File: src/rtl/keypad_decoder.sv
// 4x4 keypad matrix decoder: samples columns once per settled row strobe,
// debounces each key over several scans and queues press/release events.
module keypad_decoder #(
  parameter int unsigned SETTLE_CYCLES  = 16,
  parameter int unsigned DEBOUNCE_SCANS = 3,
  parameter int unsigned FIFO_DEPTH     = 8
) (
  input  logic        clk,
  input  logic        rst_n,
  input  logic [3:0]  row,
  input  logic [3:0]  col,
  output logic [15:0] matrix,
  output logic        any_key,
  output logic        evt_valid,
  input  logic        evt_ready,
  output logic [3:0]  evt_key,
  output logic        evt_press,
  output logic        overflow,
  output logic        bad_row
);

  localparam int unsigned PW          = $clog2(FIFO_DEPTH);
  localparam logic [7:0]  SETTLE_LOAD = 8'(SETTLE_CYCLES);
  localparam logic [2:0]  DB_LAST     = 3'(DEBOUNCE_SCANS - 1);
  localparam logic [PW:0] DEPTH_C     = (PW+1)'(FIFO_DEPTH);

  typedef enum logic [1:0] {IDLE, SETTLE, UPDATE} state_t;

  state_t        state, state_d;
  logic [3:0]    row_q;
  logic          row_chg, row_onehot, row_multi;
  logic [7:0]    settle_cnt;
  logic [1:0]    col_idx, row_idx;
  logic [3:0]    col_lat;
  logic          settle_load, settle_dec, sample_en, upd;

  logic [15:0]   stable;
  logic [2:0]    dcnt [16];
  logic [3:0]    key;
  logic          sample, push, pop, push_acc, full;

  logic [4:0]    mem [FIFO_DEPTH];
  logic [PW-1:0] wr_ptr, rd_ptr;
  logic [PW:0]   count;

  function automatic logic [1:0] onehot_idx(input logic [3:0] v);
    onehot_idx = 2'd0;
    if (v[1]) onehot_idx = 2'd1;
    if (v[2]) onehot_idx = 2'd2;
    if (v[3]) onehot_idx = 2'd3;
  endfunction

  assign row_chg    = (row != row_q);
  assign row_onehot = (row != 4'd0) && ((row & (row - 4'd1)) == 4'd0);
  assign row_multi  = (row != 4'd0) && !row_onehot;

  always_ff @(posedge clk or negedge rst_n) begin
    if (!rst_n) state <= IDLE;
    else        state <= state_d;
  end

  always_comb begin
    state_d = state;
    case (state)
      IDLE:    if (row_chg && row_onehot) state_d = SETTLE;
      SETTLE: begin
        if (row_chg)                state_d = row_onehot ? SETTLE : IDLE;
        else if (settle_cnt == '0)  state_d = UPDATE;
      end
      UPDATE:  if (col_idx == 2'd3) state_d = IDLE;
      default: state_d = IDLE;
    endcase
  end

  always_comb begin
    settle_load = 1'b0;
    settle_dec  = 1'b0;
    sample_en   = 1'b0;
    upd         = 1'b0;
    case (state)
      IDLE:   settle_load = row_chg && row_onehot;
      SETTLE: begin
        if (row_chg)               settle_load = row_onehot;
        else if (settle_cnt == '0) sample_en   = 1'b1;
        else                       settle_dec  = 1'b1;
      end
      UPDATE: upd = 1'b1;
      default: ;
    endcase
  end

  always_ff @(posedge clk or negedge rst_n) begin
    if (!rst_n) begin
      row_q      <= '0;
      settle_cnt <= '0;
      col_idx    <= '0;
      row_idx    <= '0;
      col_lat    <= '0;
      bad_row    <= 1'b0;
    end else begin
      row_q <= row;
      if (row_multi) bad_row <= 1'b1;
      if (settle_load)     settle_cnt <= SETTLE_LOAD;
      else if (settle_dec) settle_cnt <= settle_cnt - 8'd1;
      if (sample_en) begin
        col_lat <= col;
        row_idx <= onehot_idx(row);
        col_idx <= '0;
      end else if (upd) begin
        col_idx <= col_idx + 2'd1;
      end
    end
  end

  // One key per UPDATE cycle; the event is generated in the same cycle the
  // stable bit toggles, so matrix never waits on FIFO space.
  assign key    = {row_idx, col_idx};
  assign sample = col_lat[col_idx];
  assign push   = upd && (sample != stable[key]) && (dcnt[key] == DB_LAST);

  always_ff @(posedge clk or negedge rst_n) begin
    if (!rst_n) begin
      stable <= '0;
      for (int unsigned i = 0; i < 16; i++) dcnt[i] <= '0;
    end else if (upd) begin
      if (sample == stable[key]) begin
        dcnt[key] <= '0;
      end else if (dcnt[key] == DB_LAST) begin
        stable[key] <= ~stable[key];
        dcnt[key]   <= '0;
      end else begin
        dcnt[key] <= dcnt[key] + 3'd1;
      end
    end
  end

  assign pop      = evt_valid && evt_ready;
  assign full     = (count == DEPTH_C);
  assign push_acc = push && (!full || pop);

  always_ff @(posedge clk) begin
    if (push_acc) mem[wr_ptr] <= {key, ~stable[key]};
  end

  always_ff @(posedge clk or negedge rst_n) begin
    if (!rst_n) begin
      wr_ptr   <= '0;
      rd_ptr   <= '0;
      count    <= '0;
      overflow <= 1'b0;
    end else begin
      if (push_acc) wr_ptr <= wr_ptr + PW'(1);
      if (pop)      rd_ptr <= rd_ptr + PW'(1);
      case ({push_acc, pop})
        2'b10:   count <= count + (PW+1)'(1);
        2'b01:   count <= count - (PW+1)'(1);
        default: count <= count;
      endcase
      if (push && full && !pop) overflow <= 1'b1;
    end
  end

  assign matrix    = stable;
  assign any_key   = |stable;
  assign evt_valid = (count != '0);
  assign evt_key   = mem[rd_ptr][4:1];
  assign evt_press = mem[rd_ptr][0];

endmodule

File: config.mk
export PLATFORM = sky130hd
export DESIGN_NAME = keypad_decoder
export DESIGN_NICKNAME = d
export VERILOG_FILES = /design/src/rtl/keypad_decoder.sv
export SDC_FILE = /design/constraint.sdc
export NUM_CORES = 1
export LEC_CHECK = 0
export CAP_MARGIN = 25
export CELL_PAD_IN_SITES_DETAIL_PLACEMENT = 1
export CELL_PAD_IN_SITES_GLOBAL_PLACEMENT = 2
export CORE_AREA = 8 8 124 138
export CTS_BUF_LIST = sky130_fd_sc_hd__clkbuf_8
export DETAILED_ROUTE_END_ITERATION = 6
export DIE_AREA = 0 0 132 146
export PLACE_DENSITY_LB_ADDON = 0.1
export REMOVE_ABC_BUFFERS = 1
export SETUP_SLACK_MARGIN = 0.02
export SYNTH_ARGS = -nofsm -noshare
export SYNTH_HDL_FRONTEND = slang
export SYNTH_SLANG_ARGS = --single-unit
File: constraint.sdc
create_clock -name clk -period 5.4 [get_ports clk]
set_clock_uncertainty 0.05 [all_clocks]
set_input_delay 1.08 -clock clk [delete_from_list [all_inputs] [get_ports clk]]
set_output_delay 1.08 -clock clk [all_outputs]
set_load 0.005 [all_outputs]
After elaboration in Yosys (flattened, before gate mapping)
Memory sizes are Yosys's and may differ from the RTL's.
Cells that the tools add are included.

storage, ports and cells
  flip-flop bits (word level) = 98
  output and inout bits = 25
  memories kept = 1
  bits of input ports = 11
  RAM bits = 40

memories
  name  depth  bits a word  read ports  clocked after Yosys merged registers in  write ports  RTL line  source
  mem   8      5            1           0                                        1            42        logic [4:0] mem [FIFO_DEPTH];

operators by class
  bitwise logic cells = 6
  order comparisons = 5
  muxes and demuxes = 40
  reductions and logical operators = 26
  add/subtract/negate cells = 8
  eq/ne operators = 13

operators with widths
  kind                                               count
  2-to-1 mux 48 bit                                  2
  AND 48 bit                                         1
  bitwise mux 48 bit                                 1
  inverter 48 bit                                    1
  bitwise mux 16 bit                                 1
  2-to-1 mux 2 bit                                   8
  2-to-1 mux 8 bit                                   2
  OR reduction 16 bit                                1
  2-to-1 mux 1 bit                                   15
  binary-select mux 3 bit (select 4 bit)             1
  demux 3 bit (select 4 bit)                         1
  logical AND 1 bit                                  11
  adder 3 x 1 -> 3 bit (second input constant)       3
  2-to-1 mux 3 bit                                   3
  logical NOT 8 bit                                  1
  one-hot mux 4 bit (2 select lines)                 1
  nonzero test 4 bit                                 2
  subtractor 4 x 1 -> 4 bit (second input constant)  2
  subtractor 8 x 1 -> 8 bit (second input constant)  1
  == test 2 bit (second input constant)              3
  one-hot mux 2 bit (3 select lines)                 1
  AND reduction 3 bit                                2
  nonzero test 2 bit                                 3
  >= comparator 5 bit (second input constant)        1
  other kinds (25)                                   30

Longest topological paths before layout
Gate-level depths: netlist of run 1.

  depth after elaboration = 9
  depth in mapped cells = 16
  gate-level depth less buffers = 12

Worst setup path after synthesis of run 1
No wires, ideal clock.

  kind = register to register
  start point = register col_idx[0]
  end point = register count[2]
  buffers on the path = 4
  cell stages (with the launch flop) = 16
  data required time = 5224 ps
  clock period less this slack = 4122 ps
  setup slack = 1278 ps
  arrival = 3945 ps
  cell sequence = dfrtp_1 -> buf_2 -> buf_2 -> mux4_2 -> mux4_2 -> inv_1 -> ha_1 -> nand2_1 -> and3b_1 -> buf_2 -> buf_2 -> nor2_1 -> xor2_1 -> ha_1 -> or4_1 -> a311o_1

on the way
  longest elaborated chain between the ends = 9
  elaborated cells on any way between the ends = 17
  classes of those cells = 4 x eq/ne; 8 x mux; 1 x bitwise; 4 x reduce/logical

ends and longest elaborated chain
  element                                                                          RTL line  source
  start: declaration                                                               33        logic [1:0] col_idx, row_idx;
  start signal: assignment                                                         110       col_idx <= col_idx + 2'd1;
  inverter 4 -> 5 bit (not written as such)                                        119       assign push = upd && (sample != stable[key]) && (dcnt[key] == DB_LAST);
  binary-select mux 3 bit (select 4 bit)                                           119
  2-to-1 mux 3 bit (not written as such) (2 in a row)                              119
  == test 3 x 2 -> 1 bit                                                           119
  logical AND 1 bit (*)                                                            119
  logical AND 1 bit (*)                                                            139       assign push_acc = push && (!full || pop);
  == test 2 x 1 -> 1 bit / == test 2 bit (equally long branches)                   154       case ({push_acc, pop})
  one-hot mux 4 bit (2 select lines) / nonzero test 2 bit (equally long branches)  n/a
  end signal: assignment                                                           155       2'b10: count <= count + (PW+1)'(1);
  end signal: assignment                                                           156       2'b01: count <= count - (PW+1)'(1);
  end signal: assignment                                                           157       default: count <= count;
  end: declaration                                                                 44        logic [PW:0] count;

Every way passes the cells marked *; elsewhere a longest branch is shown, timed or not. The select of a mux whose other input is x is not followed.
A chain may end at the register's enable or synchronous reset.

Worst setup path after layout of run 1
Same ends and word-level chain as after synthesis.

==> flow_summary.toml, run 1 <==
[synthesis]
syn-instance-count = 471
synthFlopType = "dfrtp_1"
yosys_register_bits = 138
syn_avg_cell_area_um2 = 13.9
async_flop_share_pct = 71.0
synth.distinct_cells = 51
synth.yosys.warnings = 0
synth-edff-count = 40
syn_area_mm2 = 0.00653
yosysSeqAreaShare_pct = 55.9

[clocking]
path_clk_slew_ns = 0.08
cts_setup_buffers = 0
numCtsBuffers = 17
htree_num_levels = 4
clk_path_buf_depth = 2
clkSinkCount = 138
ctsResizeCount = 0
hold_buffers = 0
clock_latency_ns = 0.44
cts_tree = "built"
root_buffer = "clkbuf_8"

[timing]
slew_violations = 0
worst_pin_slew_ns = 1.09
whs_ns = 0.422
rsz0062_at_grt = "no"
setup_violations = 0
relSlewSlack_pct = 27.4
fin_tns_setup_ns = 0
finalCritPeriodShare_pct = 80.7
hold_violations = 0
fin_crit_ns = 4.36
fmax_ghz = 0.230

[worst_setup_path]
arrival_ns = 4.63
crit_type = "flip-flop to flip-flop"
cp-end-kind = "flip-flop"
crit_fanout = 24
crit_required_ns = 5.67
cp-start-kind = "flip-flop"

[pwr]
p_sw_share_pct = 28.8
p_total_mw = 2.23
p_leak_nw = 3.08
pwr-share-seq_pct = 51.4
p_per_area_mw_per_mm2 = 298
vdd.ir_drop.worst_v = 0.000204
p_clk_share_pct = 35.9
combPwrFrac_pct = 12.7
p_switching_uw = 643
power.internal_mw = 1.59

[finish]
layout.nets = 535
syn_to_final_growth_pct = 14.5
post_route_cells_drive_above_1_share_pct = 28.3
final_cells = 723
n_fill_cell = 1468
n_antenna_cell = 0

[detailed_routing]
first_iter_violations = 150
vias = 3997
dr.pass1.iters = 5
post-route-drc-count = 0
postRouteAntennaNets = 0
viasPerCell = 5.53
wl_per_cell_um = 21.2
wl_um = 15300

[floorplan]
num_rows = 47
coreArea_mm2 = 0.0148
die_h_um = 146
dieArea_mm2 = 0.0193
io_pins = 36
initial_core_util_pct = 44.3
die_w_um = 132

[min_path]
hold_path_class = "flip-flop to flip-flop"

[global_route]
grt_pass1_vias = 4389
grt_pass1_wl_um = 24800
grt_antenna_before_repair = 0
track_usage_pct = 16.6
grt-ovfl-total = 0
grt_max_degree = 57

[placed_design]
io_buffers = 35
finalWeightedCongestion = 0.795
numPlacedInstances = 691
dp_hpwl_um = 10900

[flow_run]
maxCapViolCount = 0

[outcome]
outcome = "finished clean"
## through the flow
stage / setup slack [ns] / instance area [um2] / utilization (%)
finish: 1.04 / 7480 / 50.7
global route: 0.767 / 7480 / 50.7
CTS: 1.03 / 7480 / 50.7
detailed placement: 1.07 / 7110 / 48.2
global placement: 1.23 / 7110 / 48.2
floorplan: 1.15 / 6410 / -
## worst max-delay path, cell delays in order, from the launching register on
cell and delay [ns]:
dfrtp_1 0.60, buf_4 0.35, inv_2 0.14, mux4_2 0.47
xnor2_1 0.14, mux2i_1 0.36, and3b_1 0.76, nor2_1 0.12
xor2_1 0.18, ha_1 0.23, or4_1 0.51, a311o_1 0.32
## flip-flops by register name, indices dropped and copies added (netlist names)
register	count
bad_row	1
row_idx	2
matrix	16
dcnt	48
wr_ptr	3
rd_ptr	3
row_q	4
overflow	1
col_idx	2
col_lat	4
count	4
settle_cnt	8
state	2
mem	40
## worst paths after layout
| check | startpoint | end | slack, ns | depth (start not counted) |
|---|---|---|---|---|
| max in group asynchronous | rst_n | dcnt[38]$_DFFE_PN0P_ | 3.53 | 2 |
| worst min-delay path | overflow$_DFFE_PN0P_ | overflow$_DFFE_PN0P_ | 0.42 | 1 |
| min in group asynchronous | rst_n | rd_ptr[0]$_DFFE_PN0N_ | 0.58 | 1 |
| worst max-delay path | col_idx[0]$_DFFE_PN0P_ | count[2]$_DFFE_PN0P_ | 1.04 | 11 |
| worst max register to register | col_idx[0]$_DFFE_PN0P_ | count[2]$_DFFE_PN0P_ | 1.04 | 11 |
| worst min register to register | overflow$_DFFE_PN0P_ | overflow$_DFFE_PN0P_ | 0.42 | 1 |
## kinds of logic after synthesis
logic type,synth area share (%)
mux,24.3
fa+ha+maj,2.07
xor+xnor,2.68
compound gates,2.41
buf+inv,2.47
flops,55.9
simple gates,10.1
## cell type report
cell class | instances | area [um2] | area share, %
Sequential cell | 138 | 3650 | 48.8
Multi-Input combinational cell | 298 | 2720 | 36.3
Timing Repair Buffer | 49 | 453 | 6.06
Tap cell | 196 | 245 | 3.28
Clock buffer | 17 | 234 | 3.13
Clock inverter | 15 | 138 | 1.84
Inverter | 10 | 37.5 | 0.502
## power groups by stage
stage	Combinational [mW]	Clock (mW)	Sequential [mW]
4_1_cts	0.287	0.823	1.15
3_3_place_gp	0.282	0	1.16
3_5_place_dp	0.286	0	1.17
2_1_floorplan	0.138	0	1.19
5_1_grt	0.310	0.862	1.15
6_report	0.284	0.800	1.14
## cells in the mapped netlist (all sizes together) (3+ instances only)
| cell type | n | area, um2 |
|---|---|---|
| dfrtp | 98 | 2450 |
| mux2 | 79 | 890 |
| edfxtp | 40 | 1200 |
| nor2 | 37 | 139 |
| mux4 | 24 | 541 |
| nand3 | 19 | 95.1 |
| buf | 16 | 90.1 |
| mux2i | 16 | 160 |
| nand2 | 15 | 56.3 |
| xor2 | 11 | 96.3 |
| ha | 10 | 125 |
| nor4 | 10 | 62.6 |
| clkbuf | 9 | 33.8 |
| inv | 9 | 33.8 |
| xnor2 | 9 | 78.8 |
| nor3 | 8 | 40.0 |
| nand2b | 5 | 31.3 |
| nand4 | 5 | 31.3 |
| and3 | 4 | 25.0 |
| nor2b | 4 | 25.0 |
| nor4b | 4 | 35.0 |
| a21oi | 3 | 15.0 |
| o21a | 3 | 22.5 |
| o21ai | 3 | 15.0 |
| or4 | 3 | 22.5 |
## per-layer routing
| layer | wire length [um] | share of wire [%] | track usage, % |
|---|---|---|---|
| met5 | 0 | 0 | 0 |
| met4 | 104 | 0.68 | 4.66 |
| met3 | 357 | 2.3 | 3.80 |
| met2 | 8080 | 53 | 28.5 |
| met1 | 6750 | 44 | 20.3 |
## cells in the final DEF (no fill, tap or decap), types with 2 or more instances in the layout
cell / netlist / layout
dfrtp_1: 98 / 98
mux2_2: 75 / 75
edfxtp_1: 40 / 40
nor2_1: 37 / 37
clkdlybuf4s50_1: 0 / 34
mux4_2: 24 / 24
nand3_1: 19 / 19
clkbuf_8: 0 / 17
mux2i_1: 16 / 16
nand2_1: 15 / 15
buf_4: 1 / 15
xor2_1: 11 / 11
nor4_1: 10 / 10
ha_1: 10 / 10
xnor2_1: 9 / 9
inv_1: 8 / 8
nor3_1: 8 / 8
nand2b_1: 5 / 5
nand4_1: 5 / 5
inv_6: 0 / 5
nor2b_1: 4 / 4
nor4b_1: 4 / 4
mux2_1: 4 / 4
and3_1: 4 / 4
o21a_1: 3 / 3
or4_1: 3 / 3
a21oi_1: 3 / 3
o21ai_0: 3 / 3
clkinv_4: 0 / 3
clkinv_1: 1 / 2
or3_1: 2 / 2
or2_2: 2 / 2
nand4b_1: 2 / 2
nand3b_1: 2 / 2
a211oi_1: 2 / 2
and2_1: 2 / 2
clkinv_2: 0 / 2
Power figures use the tool's default switching activity.
==> run 2, diff against run 1 <==
--- a/config.mk
+++ b/config.mk
@@ -8,10 +8,10 @@
 export CAP_MARGIN = 25
 export CELL_PAD_IN_SITES_DETAIL_PLACEMENT = 1
 export CELL_PAD_IN_SITES_GLOBAL_PLACEMENT = 2
-export CORE_AREA = 8 8 124 138
+export CORE_AREA = 8 8 131 146
 export CTS_BUF_LIST = sky130_fd_sc_hd__clkbuf_8
 export DETAILED_ROUTE_END_ITERATION = 6
-export DIE_AREA = 0 0 132 146
+export DIE_AREA = 0 0 139 154
 export PLACE_DENSITY_LB_ADDON = 0.1
 export REMOVE_ABC_BUFFERS = 1
 export SETUP_SLACK_MARGIN = 0.02
==> constraint.sdc (replaced) <==
create_clock -name clk -period 3.5 [get_ports clk]
set_clock_uncertainty 0.05 [all_clocks]
set_input_delay 0.7 -clock clk [delete_from_list [all_inputs] [get_ports clk]]
set_output_delay 0.7 -clock clk [all_outputs]
set_load 0.005 [all_outputs]
==> flow_summary.toml, run 2 (synthesis gave the netlist of run 1 again) <==
[worst_setup_path]
cp-end-kind = "flip-flop"
rr_worst_depth = 14
crit_chain = "buf_12 -> buf_6 -> mux4_2 -> mux4_2 -> ha_4 -> nand2_2 -> and3b_2 -> nor2_2 -> xor2_1 -> ha_2 -> buf_6 -> or4_4 -> nor2_2 -> a311o_1"
crit_slowest_cell = "mux4_2"
timing.rr.end = "count[2]$_DFFE_PN0P_"
crit_required_ns = 3.84
crit_fanout = 8
arrival_ns = 3.80
cp-start-kind = "flip-flop"
rr_startpoint = "col_idx[0]$_DFFE_PN0P_"
critPathMaxStageDelay_ns = 0.52
crit_type = "flip-flop to flip-flop"
r2r_slack_ns = 0.04

[min_path]
hold_path_class = "input pin to async pin"

[timing]
fin_ws_ns = 0.0381
setup_violations = 0
slew_violations = 0
fmax_ghz = 0.289
fin_crit_ns = 3.46
finalCritPeriodShare_pct = 98.9
worst_pin_slew_ns = 0.767
rsz0062_at_grt = "yes"
whs_ns = 0.229
hold_violations = 0
relSlewSlack_pct = 48.7

[global_route]
grt_pass1_wl_um = 25400
grt-ovfl-total = 0
track_usage_pct = 15.3
grt_pass1_vias = 4531
grt_max_degree = 99
grt_antenna_before_repair = 0

[pwr]
p_sw_share_pct = 29.6
p_leak_nw = 3.22
p_per_area_mw_per_mm2 = 463
pwr-share-seq_pct = 48.3
vdd.ir_drop.worst_v = 0.000246
p_switching_mw = 1.06
combPwrFrac_pct = 15.7
p_clk_share_pct = 36.0
power.internal_mw = 2.53

[detailed_routing]
wl_per_cell_um = 20.6
postRouteAntennaNets = 0
wl_um = 15600
first_iter_violations = 180
post-route-drc-count = 0
vias = 4084
dr.pass1.iters = 4
viasPerCell = 5.39

[floorplan]
dieArea_mm2 = 0.0214
die_w_um = 139
io_pins = 36
die_h_um = 154
coreArea_mm2 = 0.0166
initial_core_util_pct = 39.3
num_rows = 50

[clocking]
clk_path_buf_depth = 2
cts_tree = "built"
root_buffer = "clkbuf_8"
htree_num_levels = 4
clkSinkCount = 138
clock_latency_ns = 0.46
hold_buffers = 0
numCtsBuffers = 17
path_clk_slew_ns = 0.09

[finish]
largest_reg_flops = 48
post_route_cells_drive_above_1_share_pct = 33.6
layout_common_cells = "98 x dfrtp_1, 75 x mux2_2, 40 x edfxtp_1"
final_cells = 758
final_common_cell = "dfrtp_1"
final_util_pct = 46.7
top_register = "dcnt"
final_area_mm2 = 0.00776
n_antenna_cell = 0
layout.nets = 558
syn_to_final_growth_pct = 18.8

[placed_design]
pre_cts_ws_ns = 0.0305
numPlacedInstances = 723
finalWeightedCongestion = 0.722
dp_hpwl_um = 11000
placed_area_mm2 = 0.00730
io_buffers = 35

[outcome]
outcome = "finished clean"

[flow_run]
maxCapViolCount = 0
-- run 2: worst max-delay path by stage --
stage | start | end | slack, ns | depth (start not counted)
2_1_floorplan | col_idx[0]$_DFFE_PN0P_ | count[2]$_DFFE_PN0P_ | -0.75 | 11
5_1_grt | col_idx[0]$_DFFE_PN0P_ | count[2]$_DFFE_PN0P_ | -0.1 | 14
3_5_place_dp | col_idx[0]$_DFFE_PN0P_ | count[2]$_DFFE_PN0P_ | 0.03 | 12
6_report | col_idx[0]$_DFFE_PN0P_ | count[2]$_DFFE_PN0P_ | 0.04 | 14
3_3_place_gp | col_idx[0]$_DFFE_PN0P_ | count[2]$_DFFE_PN0P_ | 0.08 | 12
4_1_cts | col_idx[0]$_DFFE_PN0P_ | mem[3][0]$_DFFE_PP_ | 0.02 | 11
-- run 2: power groups by stage --
stage / clock [mW] / combinational, mW / sequential, mW
detailed placement: 0 / 0.546 / 1.77
finish: 1.29 / 0.564 / 1.74
global route: 1.39 / 0.617 / 1.74
global placement: 0 / 0.539 / 1.77
CTS: 1.33 / 0.548 / 1.74
floorplan: 0 / 0.214 / 1.84
-- run 2: timing repair --
action / CTS / global route
gates resized for setup: 2 / 14
buffers inserted: 0 / 3
endpoints found under the setup margin: 5 / 42
pin swaps: 0 / 6
-- run 2: cell type report --
class / instances / area (um2)
fillers: 1702 / 8880
flip-flops and latches: 138 / 3650
multi-input cells: 298 / 2760
repair buffers: 72 / 662
well taps: 208 / 260
clock buffers: 17 / 234
clock inverters: 15 / 155
inverters: 10 / 37.5
-- run 2: metrics by stage --
step | power (mW) | setup TNS [ns]
2_1_floorplan | 2.06 | -12.08
3_3_place_gp | 2.31 | 0
3_5_place_dp | 2.32 | 0
4_1_cts | 3.62 | 0
5_1_grt | 3.74 | -0.0978
6_report | 3.59 | 0
-- run 2: worst max-delay path: cells and delay by family, from the launching register on --
| kind | cells | cell delay (ns) |
|---|---|---|
| mux | 2 | 1.01 |
| simple gates | 5 | 0.98 |
| flops | 1 | 0.41 |
| fa+ha+maj | 2 | 0.38 |
| buf+inv | 3 | 0.37 |
| compound gates | 1 | 0.12 |
| xor+xnor | 1 | 0.08 |
-- run 2: routing by layer --
metal	routed length, um	track usage, %	part of all wire [%]
met5	0	0	0
met2	8170	26.5	52
met3	420	3.41	2.7
met4	217	5.18	1.4
met1	6800	18.4	44
